[config.mk]
export PLATFORM = sky130hd
export DESIGN_NAME = exc_commit_unit_flat
export DESIGN_NICKNAME = d
export VERILOG_FILES = /design/src/rtl/exc_commit_unit_pkg.sv /design/src/rtl/exc_commit_unit_if.sv /design/src/rtl/exc_commit_unit_slot_sel.sv /design/src/rtl/exc_commit_unit.sv /design/src/flat_wrapper.sv
export SDC_FILE = /design/constraint.sdc
export NUM_CORES = 1
export LEC_CHECK = 0
export ABC_AREA = 1
export CAP_MARGIN = 20
export CORE_ASPECT_RATIO = 2
export CORE_MARGIN = 2
export CORE_UTILIZATION = 40
export CTS_CLUSTER_DIAMETER = 30
export DETAILED_ROUTE_END_ITERATION = 7
export PLACE_DENSITY = 0.68
export SLEW_MARGIN = 25
export SYNTH_ARGS = -nofsm -noshare
export SYNTH_HDL_FRONTEND = slang
export SYNTH_SLANG_ARGS = --single-unit
[constraint.sdc]
create_clock -name clk -period 6.35 [get_ports clk]
set_clock_uncertainty 0.2 [all_clocks]
set_input_delay 1.5875 -clock clk [delete_from_list [all_inputs] [get_ports clk]]
set_output_delay 1.5875 -clock clk [all_outputs]
set_load 0.01 [all_outputs]
[src/rtl/exc_commit_unit_pkg.sv]
// Shared CPU definitions for the exception-commit stage: ExcCodes, CP0 addresses,
// the redirect vector, the stage FSM states and the slot/resolution structs.
package exc_commit_unit_pkg;

  localparam logic [31:0] EXC_VECTOR = 32'hBFC0_0380;

  localparam logic [4:0] EXC_INT  = 5'h00;
  localparam logic [4:0] EXC_ADEL = 5'h04;
  localparam logic [4:0] EXC_ADES = 5'h05;
  localparam logic [4:0] EXC_SYS  = 5'h08;
  localparam logic [4:0] EXC_BP   = 5'h09;
  localparam logic [4:0] EXC_RI   = 5'h0A;
  localparam logic [4:0] EXC_OV   = 5'h0C;

  // CP0 register addresses as {rd, sel}
  localparam logic [7:0] CP0_BADVADDR = {5'd8, 3'd0};
  localparam logic [7:0] CP0_COUNT    = {5'd9, 3'd0};
  localparam logic [7:0] CP0_COMPARE  = {5'd11, 3'd0};
  localparam logic [7:0] CP0_STATUS   = {5'd12, 3'd0};
  localparam logic [7:0] CP0_CAUSE    = {5'd13, 3'd0};
  localparam logic [7:0] CP0_EPC      = {5'd14, 3'd0};

  typedef enum logic [1:0] {
    ST_EMPTY = 2'd0,
    ST_FULL  = 2'd1,
    ST_FLUSH = 2'd2
  } state_t;

  typedef struct packed {
    logic        valid;
    logic [31:0] pc;
    logic        bd;
    logic        ex;
    logic [4:0]  excode;
    logic [31:0] badvaddr;
    logic        eret;
    logic        mtc0_we;
  } slot_ctrl_t;

  typedef struct packed {
    slot_ctrl_t  ctl;
    logic [7:0]  c0_addr;
    logic [31:0] c0_wdata;
  } slot_t;

  typedef struct packed {
    logic        ex;
    logic        eret;
    logic [4:0]  excode;
    logic        bd;
    logic [31:0] pc;
    logic [31:0] badvaddr;
    logic        int_taken;
    logic        commit1;
    logic        commit2;
    logic        we1;
    logic        we2;
  } resolve_t;

endpackage

[src/rtl/exc_commit_unit_if.sv]
// Pair/CP0/downstream bundle of the exception-commit stage; master is the commit
// unit, slave is the surrounding pipeline and CP0.
interface exc_commit_unit_if;
  import exc_commit_unit_pkg::*;

  logic        in_valid;
  logic        in_ready;
  slot_t       s1;
  slot_t       s2;
  logic        has_int;
  logic [31:0] epc_res;

  logic        pms_ex;
  logic [4:0]  ex_type;
  logic        pms_bd;
  logic [31:0] pms_pc;
  logic [31:0] pms_badvaddr;
  logic        pms_eret;

  logic        inst1_mtc0_we;
  logic [7:0]  inst1_c0_addr;
  logic [31:0] inst1_c0_wdata;
  logic        inst2_mtc0_we;
  logic [7:0]  inst2_c0_addr;
  logic [31:0] inst2_c0_wdata;

  logic        out_valid;
  logic        out_ready;
  logic        out_s1_commit;
  logic        out_s2_commit;
  logic        flush;
  logic [31:0] flush_pc;

  modport master (
    input  in_valid, s1, s2, has_int, epc_res, out_ready,
    output in_ready, pms_ex, ex_type, pms_bd, pms_pc, pms_badvaddr, pms_eret,
           inst1_mtc0_we, inst1_c0_addr, inst1_c0_wdata,
           inst2_mtc0_we, inst2_c0_addr, inst2_c0_wdata,
           out_valid, out_s1_commit, out_s2_commit, flush, flush_pc
  );

  modport slave (
    output in_valid, s1, s2, has_int, epc_res, out_ready,
    input  in_ready, pms_ex, ex_type, pms_bd, pms_pc, pms_badvaddr, pms_eret,
           inst1_mtc0_we, inst1_c0_addr, inst1_c0_wdata,
           inst2_mtc0_we, inst2_c0_addr, inst2_c0_wdata,
           out_valid, out_s1_commit, out_s2_commit, flush, flush_pc
  );

endinterface

[src/rtl/exc_commit_unit_slot_sel.sv]
// Combinational priority/kill resolution of one instruction pair:
// slot-1 exception/interrupt > slot-1 ERET > slot-2 exception > slot-2 ERET.
module exc_slot_sel
  import exc_commit_unit_pkg::*;
(
  input  slot_ctrl_t s1,
  input  slot_ctrl_t s2,
  input  logic       int_pending,
  output resolve_t   res
);

  logic s1_int;
  logic s1_exc;
  logic s1_eret;
  logic s2_exc;
  logic s2_eret;
  logic kill2;

  // An interrupt rides on a clean slot 1 so EPC points at the first unretired instruction
  assign s1_int  = int_pending && s1.valid && !s1.ex;
  assign s1_exc  = (s1.valid && s1.ex) || s1_int;
  assign s1_eret = s1.valid && s1.eret && !s1_exc;
  assign kill2   = s1_exc || s1_eret;
  assign s2_exc  = s2.valid && s2.ex && !kill2;
  assign s2_eret = s2.valid && s2.eret && !s2.ex && !kill2;

  always_comb begin
    res           = '0;
    res.ex        = s1_exc || s2_exc;
    res.eret      = s1_eret || s2_eret;
    res.int_taken = s1_int;
    if (s1_exc || s1_eret) begin
      res.excode   = s1.ex ? s1.excode : EXC_INT;
      res.bd       = s1.bd;
      res.pc       = s1.pc;
      res.badvaddr = s1.badvaddr;
    end else if (s2_exc || s2_eret) begin
      res.excode   = s2.excode;
      res.bd       = s2.bd;
      res.pc       = s2.pc;
      res.badvaddr = s2.badvaddr;
    end
    res.commit1 = s1.valid && !s1_exc;
    res.we1     = s1.valid && s1.mtc0_we && !s1_exc;
    res.commit2 = s2.valid && !s2.ex && !kill2;
    res.we2     = s2.valid && s2.mtc0_we && !s2.ex && !kill2;
  end

endmodule

[src/rtl/exc_commit_unit.sv]
// Exception-commit stage: holds one pair, raises single-cycle CP0 strobes on fire,
// then a one-cycle registered flush with redirect PC; stalls while out_ready is low.
module exc_commit_unit
  import exc_commit_unit_pkg::*;
(
  input  logic               clk,
  input  logic               resetn,
  exc_commit_unit_if.master  bus
);

  state_t      state_q;
  state_t      state_d;
  slot_t       s1_q;
  slot_t       s2_q;
  logic        int_pending_q;
  logic        flush_eret_q;
  resolve_t    res;

  logic        fire;
  logic        redirect;
  logic        in_ready;
  logic        accept;
  logic        we1;
  logic        we2;
  logic        flushing;
  logic [31:0] flush_pc;

  // Last-value holds for data outputs between strobes
  logic [4:0]  ex_type_q;
  logic        bd_q;
  logic [31:0] pc_q;
  logic [31:0] badvaddr_q;
  logic [7:0]  c0_addr1_q;
  logic [31:0] c0_wdata1_q;
  logic [7:0]  c0_addr2_q;
  logic [31:0] c0_wdata2_q;
  logic [31:0] flush_pc_q;

  exc_slot_sel u_sel (
    .s1          (s1_q.ctl),
    .s2          (s2_q.ctl),
    .int_pending (int_pending_q),
    .res         (res)
  );

  always_comb begin
    state_d  = state_q;
    fire     = 1'b0;
    redirect = 1'b0;
    in_ready = 1'b0;
    case (state_q)
      ST_EMPTY: begin
        in_ready = 1'b1;
        if (bus.in_valid) state_d = ST_FULL;
      end
      ST_FULL: begin
        fire     = bus.out_ready;
        redirect = fire && (res.ex || res.eret);
        in_ready = fire && !redirect;
        if (redirect)  state_d = ST_FLUSH;
        else if (fire) state_d = bus.in_valid ? ST_FULL : ST_EMPTY;
      end
      ST_FLUSH: state_d = ST_EMPTY;
      default:  state_d = ST_EMPTY;
    endcase
  end

  assign accept   = bus.in_valid && in_ready;
  assign we1      = fire && res.we1;
  assign we2      = fire && res.we2;
  assign flushing = (state_q == ST_FLUSH);
  // EPC is read in the flush cycle so a same-pair slot-1 MTC0 EPC is already visible
  assign flush_pc = flushing ? (flush_eret_q ? bus.epc_res : EXC_VECTOR) : flush_pc_q;

  always_ff @(posedge clk or negedge resetn) begin
    if (!resetn) begin
      state_q       <= ST_EMPTY;
      s1_q          <= '0;
      s2_q          <= '0;
      int_pending_q <= 1'b0;
      flush_eret_q  <= 1'b0;
    end else begin
      state_q       <= state_d;
      int_pending_q <= bus.has_int && !(fire && res.int_taken);
      if (accept) begin
        s1_q <= bus.s1;
        s2_q <= bus.s2;
      end
      if (redirect) flush_eret_q <= res.eret;
    end
  end

  always_ff @(posedge clk or negedge resetn) begin
    if (!resetn) begin
      ex_type_q   <= '0;
      bd_q        <= 1'b0;
      pc_q        <= '0;
      badvaddr_q  <= '0;
      c0_addr1_q  <= '0;
      c0_wdata1_q <= '0;
      c0_addr2_q  <= '0;
      c0_wdata2_q <= '0;
      flush_pc_q  <= '0;
    end else begin
      if (redirect) begin
        ex_type_q  <= res.excode;
        bd_q       <= res.bd;
        pc_q       <= res.pc;
        badvaddr_q <= res.badvaddr;
      end
      if (we1) begin
        c0_addr1_q  <= s1_q.c0_addr;
        c0_wdata1_q <= s1_q.c0_wdata;
      end
      if (we2) begin
        c0_addr2_q  <= s2_q.c0_addr;
        c0_wdata2_q <= s2_q.c0_wdata;
      end
      if (flushing) flush_pc_q <= flush_pc;
    end
  end

  assign bus.in_ready       = in_ready;
  assign bus.out_valid      = (state_q == ST_FULL);
  assign bus.pms_ex         = fire && res.ex;
  assign bus.pms_eret       = fire && res.eret;
  assign bus.ex_type        = redirect ? res.excode   : ex_type_q;
  assign bus.pms_bd         = redirect ? res.bd       : bd_q;
  assign bus.pms_pc         = redirect ? res.pc       : pc_q;
  assign bus.pms_badvaddr   = redirect ? res.badvaddr : badvaddr_q;
  assign bus.inst1_mtc0_we  = we1;
  assign bus.inst1_c0_addr  = we1 ? s1_q.c0_addr  : c0_addr1_q;
  assign bus.inst1_c0_wdata = we1 ? s1_q.c0_wdata : c0_wdata1_q;
  assign bus.inst2_mtc0_we  = we2;
  assign bus.inst2_c0_addr  = we2 ? s2_q.c0_addr  : c0_addr2_q;
  assign bus.inst2_c0_wdata = we2 ? s2_q.c0_wdata : c0_wdata2_q;
  assign bus.out_s1_commit  = fire && res.commit1;
  assign bus.out_s2_commit  = fire && res.commit2;
  assign bus.flush          = flushing;
  assign bus.flush_pc       = flush_pc;

endmodule

[src/flat_wrapper.sv]
// flat-port wrapper written by rule: the top's interface ports become plain ports
module exc_commit_unit_flat import exc_commit_unit_pkg::*;
  (clk, resetn, bus_in_valid, bus_s1, bus_s2, bus_has_int, bus_epc_res, bus_out_ready, bus_in_ready, bus_pms_ex, bus_ex_type, bus_pms_bd, bus_pms_pc, bus_pms_badvaddr, bus_pms_eret, bus_inst1_mtc0_we, bus_inst1_c0_addr, bus_inst1_c0_wdata, bus_inst2_mtc0_we, bus_inst2_c0_addr, bus_inst2_c0_wdata, bus_out_valid, bus_out_s1_commit, bus_out_s2_commit, bus_flush, bus_flush_pc);
  exc_commit_unit_if bus_i ();
  input  logic clk;
  input  logic resetn;
  input wire logic [$bits(bus_i.in_valid)-1:0] bus_in_valid;
  input wire logic [$bits(bus_i.s1)-1:0] bus_s1;
  input wire logic [$bits(bus_i.s2)-1:0] bus_s2;
  input wire logic [$bits(bus_i.has_int)-1:0] bus_has_int;
  input wire logic [$bits(bus_i.epc_res)-1:0] bus_epc_res;
  input wire logic [$bits(bus_i.out_ready)-1:0] bus_out_ready;
  output wire logic [$bits(bus_i.in_ready)-1:0] bus_in_ready;
  output wire logic [$bits(bus_i.pms_ex)-1:0] bus_pms_ex;
  output wire logic [$bits(bus_i.ex_type)-1:0] bus_ex_type;
  output wire logic [$bits(bus_i.pms_bd)-1:0] bus_pms_bd;
  output wire logic [$bits(bus_i.pms_pc)-1:0] bus_pms_pc;
  output wire logic [$bits(bus_i.pms_badvaddr)-1:0] bus_pms_badvaddr;
  output wire logic [$bits(bus_i.pms_eret)-1:0] bus_pms_eret;
  output wire logic [$bits(bus_i.inst1_mtc0_we)-1:0] bus_inst1_mtc0_we;
  output wire logic [$bits(bus_i.inst1_c0_addr)-1:0] bus_inst1_c0_addr;
  output wire logic [$bits(bus_i.inst1_c0_wdata)-1:0] bus_inst1_c0_wdata;
  output wire logic [$bits(bus_i.inst2_mtc0_we)-1:0] bus_inst2_mtc0_we;
  output wire logic [$bits(bus_i.inst2_c0_addr)-1:0] bus_inst2_c0_addr;
  output wire logic [$bits(bus_i.inst2_c0_wdata)-1:0] bus_inst2_c0_wdata;
  output wire logic [$bits(bus_i.out_valid)-1:0] bus_out_valid;
  output wire logic [$bits(bus_i.out_s1_commit)-1:0] bus_out_s1_commit;
  output wire logic [$bits(bus_i.out_s2_commit)-1:0] bus_out_s2_commit;
  output wire logic [$bits(bus_i.flush)-1:0] bus_flush;
  output wire logic [$bits(bus_i.flush_pc)-1:0] bus_flush_pc;
  assign bus_i.in_valid = bus_in_valid;
  assign bus_i.s1 = bus_s1;
  assign bus_i.s2 = bus_s2;
  assign bus_i.has_int = bus_has_int;
  assign bus_i.epc_res = bus_epc_res;
  assign bus_i.out_ready = bus_out_ready;
  assign bus_in_ready = bus_i.in_ready;
  assign bus_pms_ex = bus_i.pms_ex;
  assign bus_ex_type = bus_i.ex_type;
  assign bus_pms_bd = bus_i.pms_bd;
  assign bus_pms_pc = bus_i.pms_pc;
  assign bus_pms_badvaddr = bus_i.pms_badvaddr;
  assign bus_pms_eret = bus_i.pms_eret;
  assign bus_inst1_mtc0_we = bus_i.inst1_mtc0_we;
  assign bus_inst1_c0_addr = bus_i.inst1_c0_addr;
  assign bus_inst1_c0_wdata = bus_i.inst1_c0_wdata;
  assign bus_inst2_mtc0_we = bus_i.inst2_mtc0_we;
  assign bus_inst2_c0_addr = bus_i.inst2_c0_addr;
  assign bus_inst2_c0_wdata = bus_i.inst2_c0_wdata;
  assign bus_out_valid = bus_i.out_valid;
  assign bus_out_s1_commit = bus_i.out_s1_commit;
  assign bus_out_s2_commit = bus_i.out_s2_commit;
  assign bus_flush = bus_i.flush;
  assign bus_flush_pc = bus_i.flush_pc;
  exc_commit_unit u_core (.clk(clk), .resetn(resetn), .bus(bus_i));
endmodule
[Word level (Yosys, flattened, before mapping)]
Index checks and enable logic that the tools add are counted.
Word-level totals
  output and inout port bits: 191
  bits of input ports: 265
  register bits after elaboration: 414
  word-level logic and storage cells: 100
Operators by class
  reductions and logical operators: 43
  equality and inequality tests: 4
  mux-type cells: 21
Operator list (number)
  32-bit 2-to-1 mux: 6
  70-bit 2-to-1 mux: 2
  1-bit logical AND: 29
  8-bit 2-to-1 mux: 2
  5-bit 2-to-1 mux: 2
  1-bit zero test: 6
  1-bit logical OR: 6
  2-bit 2-to-1 mux: 3
  1-bit 2-to-1 mux: 4
  2-bit case mux with 2 select lines: 1
  3-bit by 2-bit != test with 1-bit output (second input constant): 1
  2-bit by 1-bit == test with 1-bit output (second input constant): 1
  2-bit == test (second input constant): 1
  2-bit zero test: 1
  2-bit != test (second input constant): 1
  1-bit case mux with 2 select lines: 1
  2-bit AND reduction: 1

[Depth between registers and ports, before layout]
  depth in word-level cells: 15
  depth in mapped cells: 11
  mapped depth without buffers: 9

[By module]
A second synthesis with hierarchy kept.
Second synthesis, totals
  cell total of the unflattened synthesis: 2078
  area, all modules: 17199.0 um2
Modules (own cells, without submodules)
  exc_commit_unit: times used 1, area an instance 16171.8 um2, cells an instance 1828, sequential area each 10359.9 um2
  exc_slot_sel: times used 1, area an instance 1027.2 um2, cells an instance 250, sequential area each 0.0 um2

[Worst setup path before layout]
OpenSTA, ideal clock, no wires.
  path type: input to output
  start point: in bus_out_ready
  end point: out bus_inst2_c0_addr[0]
  buffers on the path: 1
  path slack: 2.035 ns
  stages on the path: 7
  data required time: 4.562 ns
  arrival time: 2.527 ns
  cells stage by stage: nand2_2 nor3_2 nand2_1 inv_2 buf_4 nand2_1 nand2_1
Between the ends
  cells in the longest elaborated chain, start to end: 3
Ends and longest elaborated chain
  from (decl): RTL line flat_wrapper.sv:12  | input wire logic [$bits(bus_i.out_ready)-1:0] bus_out_ready;
  1-bit 2-to-1 mux: RTL line exc_commit_unit.sv:51  | case (state_q)
  1-bit logical AND: RTL line exc_commit_unit.sv:70  | assign we2 = fire && res.we2;
  via bus_inst2_mtc0_we: RTL line flat_wrapper.sv:23  | output wire logic [$bits(bus_i.inst2_mtc0_we)-1:0] bus_inst2_mtc0_we;
  8-bit 2-to-1 mux: RTL line exc_commit_unit.sv:135  | assign bus.inst2_c0_addr = we2 ? s2_q.c0_addr : c0_addr2_q;
  to (decl): RTL line flat_wrapper.sv:24  | output wire logic [$bits(bus_i.inst2_c0_addr)-1:0] bus_inst2_c0_addr;
The timed path passes the listed nets, and every way through them passes these cells.

[Final worst setup path]
  start point: in bus_out_ready
  end point: out bus_inst2_c0_addr[5]
Between the ends
  cells in the longest elaborated chain, start to end: 3
Ends and longest elaborated chain (RTL line)
  1-bit 2-to-1 mux: exc_commit_unit.sv:51
  1-bit logical AND: exc_commit_unit.sv:70
  8-bit 2-to-1 mux: exc_commit_unit.sv:135
Every way passes these cells.

==> flow_metrics.tcl <==
set metrics [dict create \
    antenna_found_initial 17 \
    total_power_uw 12300 \
    end_kind "output pin" \
    ant_nets 0 \
    finalCritPeriodShare_pct 92.2 \
    clkTransAtPathRegs_ns 0.05 \
    yosysTopAreaCellShare_pct 59.3 \
    synth-seq-cells 414 \
    cts_made_buffers 54 \
    status "finished, final reports clean" \
    layout_commonest_cell "nand2_1" \
    critPathBufInv 3 \
    initial_core_util_pct 40.4 \
    die_h_um 299 \
    yosysTopAreaCell "dfrtp_1" \
    post_cts_resize_count 0 \
    dr.pass1.iters 5 \
    final_max_slew_viol_count 0 \
    leakagePower_uw 0.0121 \
    syn_inst 2011 \
    crit_cells 8 \
    utilization_pct 56.0 \
    fin_setup_tns_ns 0 \
    crit_family "buffers and inverters" \
    clock-sinks 414 \
    hp-class "reg2reg" \
    layout.cells.most_common_list "975 x nand2_1, 453 x clkdlybuf4s50_1, 414 x dfrtp_1" \
    cpPeakStageDelay_ns 0.54 \
    critical_path_arrival_ns 4.07 \
    maxSlewHeadroom_pct 0.694 \
    grt_max_degree 229 \
    hold_path_depth 2 \
    cts_hold_buf 0 \
    cts-htree-levels 2 \
    setup_viol 0 \
    synth_cell_types 25 \
    globalRoute.totalOverflow 0 \
    core-area_um2 43200 \
    grt_pass1_vias 15400 \
    cts_tree "yes" \
    synthTopCellsByArea "dfrtp_1 59%, nand2_1 21%, nand3_1 8.6%, a22o_1 2.0%, clkbuf_1 1.4%" \
    finalWorstSetupSlack_ns 0.496 \
    clock_latency_ns 0.57 \
    fin_crit_ns 5.85 \
    routabilityCongestion 0.840 \
    crit_fanout 41 \
    irDropWorstVdd_mv 0.504 \
    yosysWarnings 0 \
    cp_common_cell "nand2_1" \
    worstSetupStartpointType "input port" \
    max_freq_mhz 171 \
    place_hpwl_mm 35.8 \
    drt_iter0_drc 839 \
    path_cells "clkdlybuf4s50_1 > nand2_2 > nor3_2 > nand2_1 > inv_2 > nand2_1 > nand2_1 > clkdlybuf4s50_1" \
    grtUsageTotal_pct 23.7 \
    reg2reg_depth 7 \
    preCtsSetupSlack_ns 0.476 \
    grt_pass1_wl_mm 83.9 \
    vias_per_cell 5.05 \
    drive_above_1_share_pct 5.96 \
    syn_area_um2 17500 \
    vias 15200 \
    wl_per_cell_um 18.2 \
    ys_seq_area_share_pct 59.3 \
    rsz0062_at_grt "no" \
    p_per_area_nw_per_um2 507 \
    port_buffers 455 \
    clockRootBuffer "clkbuf_16" \
    finalWirelength_mm 54.8 \
    rows 108 \
    nNetsFinal 2670 \
    syn_to_final_growth_pct 38.7 \
    worst_path_max_delay_cell "clkdlybuf4s50_1" \
    max_cap_violations 0 \
    cts_max_path_buffers 3 \
    crit_type "in2out" \
    syn_nets 2276 \
    finalHoldViolCount 0 \
    post_cts.repair.setup_buffers 0 \
    die-area_um2 45400 \
    critPathRequiredTime_ns 4.56 \
    syn_avg_cell_area_um2 8.68 \
    ioPinCount 456 \
    max_slew.worst_pin.slew_ns 1.49 \
    drc 0 \
    die_w_um 152 \
]
==> state kept, by name, indices dropped and copies added, names as in the netlist <==
name                  count
u_core.flush_pc_q        32
u_core.s1_q             114
u_core.c0_addr1_q         8
u_core.flush_eret_q       1
u_core.badvaddr_q        32
u_core.s2_q             114
u_core.int_pending_q      1
u_core.pc_q              32
u_core.c0_wdata2_q       32
u_core.c0_wdata1_q       32
u_core.bd_q               1
u_core.state_q            2
u_core.ex_type_q          5
u_core.c0_addr2_q         8
==> per-stage QoR <==
step | cells | hold slack, ns | cell area (um2)
global route | 3015 | 0.283 | 24200
floorplan | 2011 | 0.234 | 17500
global placement | 2898 | 0.246 | 22200
CTS | 3000 | 0.267 | 24200
detailed placement | 2898 | 0.255 | 22200
finish | 3015 | 0.265 | 24200
==> worst register-to-register path: cells and delay by family, from the launching register on <==
kind	cells	cell delay [ns]
buffers and inverters	4	1.00
AOI/OAI and AO/OA	1	0.31
DFF	1	0.38
and+or+nand+nor	2	0.97
==> cell type report <==
cell class | instances | area (um2)
repair buffers | 477 | 4820
multi-input cells | 1403 | 6130
clock inverters | 36 | 435
well taps | 550 | 688
diodes | 14 | 35.0
inverters | 55 | 206
fillers | 3858 | 19000
flip-flops and latches | 414 | 10400
clock buffers | 66 | 1540
==> layer usage <==
metal	global-route usage, %	share of wire (%)
met1	27.1	36
met2	40.5	52
met3	4.55	6.3
met5	0	0.082
met4	14.3	5.6
==> path summary, 6_finish.rpt <==
path	to	from	slack (ns)
min in group asynchronous	u_core.c0_wdata1_q[21]$_DFF_PN0_	resetn	0.77
min reg2reg	u_core.s1_q[40]$_DFFE_PN0P_	u_core.s1_q[40]$_DFFE_PN0P_	0.26
max in group asynchronous	u_core.pc_q[15]$_DFF_PN0_	resetn	4.05
max reg2reg	u_core.flush_pc_q[25]$_DFFE_PN0P_	u_core.state_q[1]$_DFFE_PN0P_	3.37
min	u_core.s1_q[40]$_DFFE_PN0P_	u_core.s1_q[40]$_DFFE_PN0P_	0.26
max	bus_inst2_c0_addr[5]	bus_out_ready	0.50
==> cell families after synthesis <==
logic type | share of synthesized area [%]
DFF | 59.3
buffers and inverters | 5.84
AOI/OAI and AO/OA | 4.61
and+or+nand+nor | 30.2
==> cell usage after synthesis, drive strengths merged <==
master / instances
a21oi: 2
nand3: 300
o21a: 1
inv: 54
buf: 75
o22a: 24
nand2: 979
dfrtp: 414
nor2: 11
and3: 1
a22o: 40
clkinv: 1
clkbuf: 64
o21ai: 43
nor3: 2
==> where the power goes <==
| group | internal (uW) | switching [uW] |
|---|---|---|
| combinational | 1930 | 2720 |
| sequential | 3780 | 560 |
| clock | 2010 | 1260 |
Note: power is estimated with default switching activity, not from simulation.
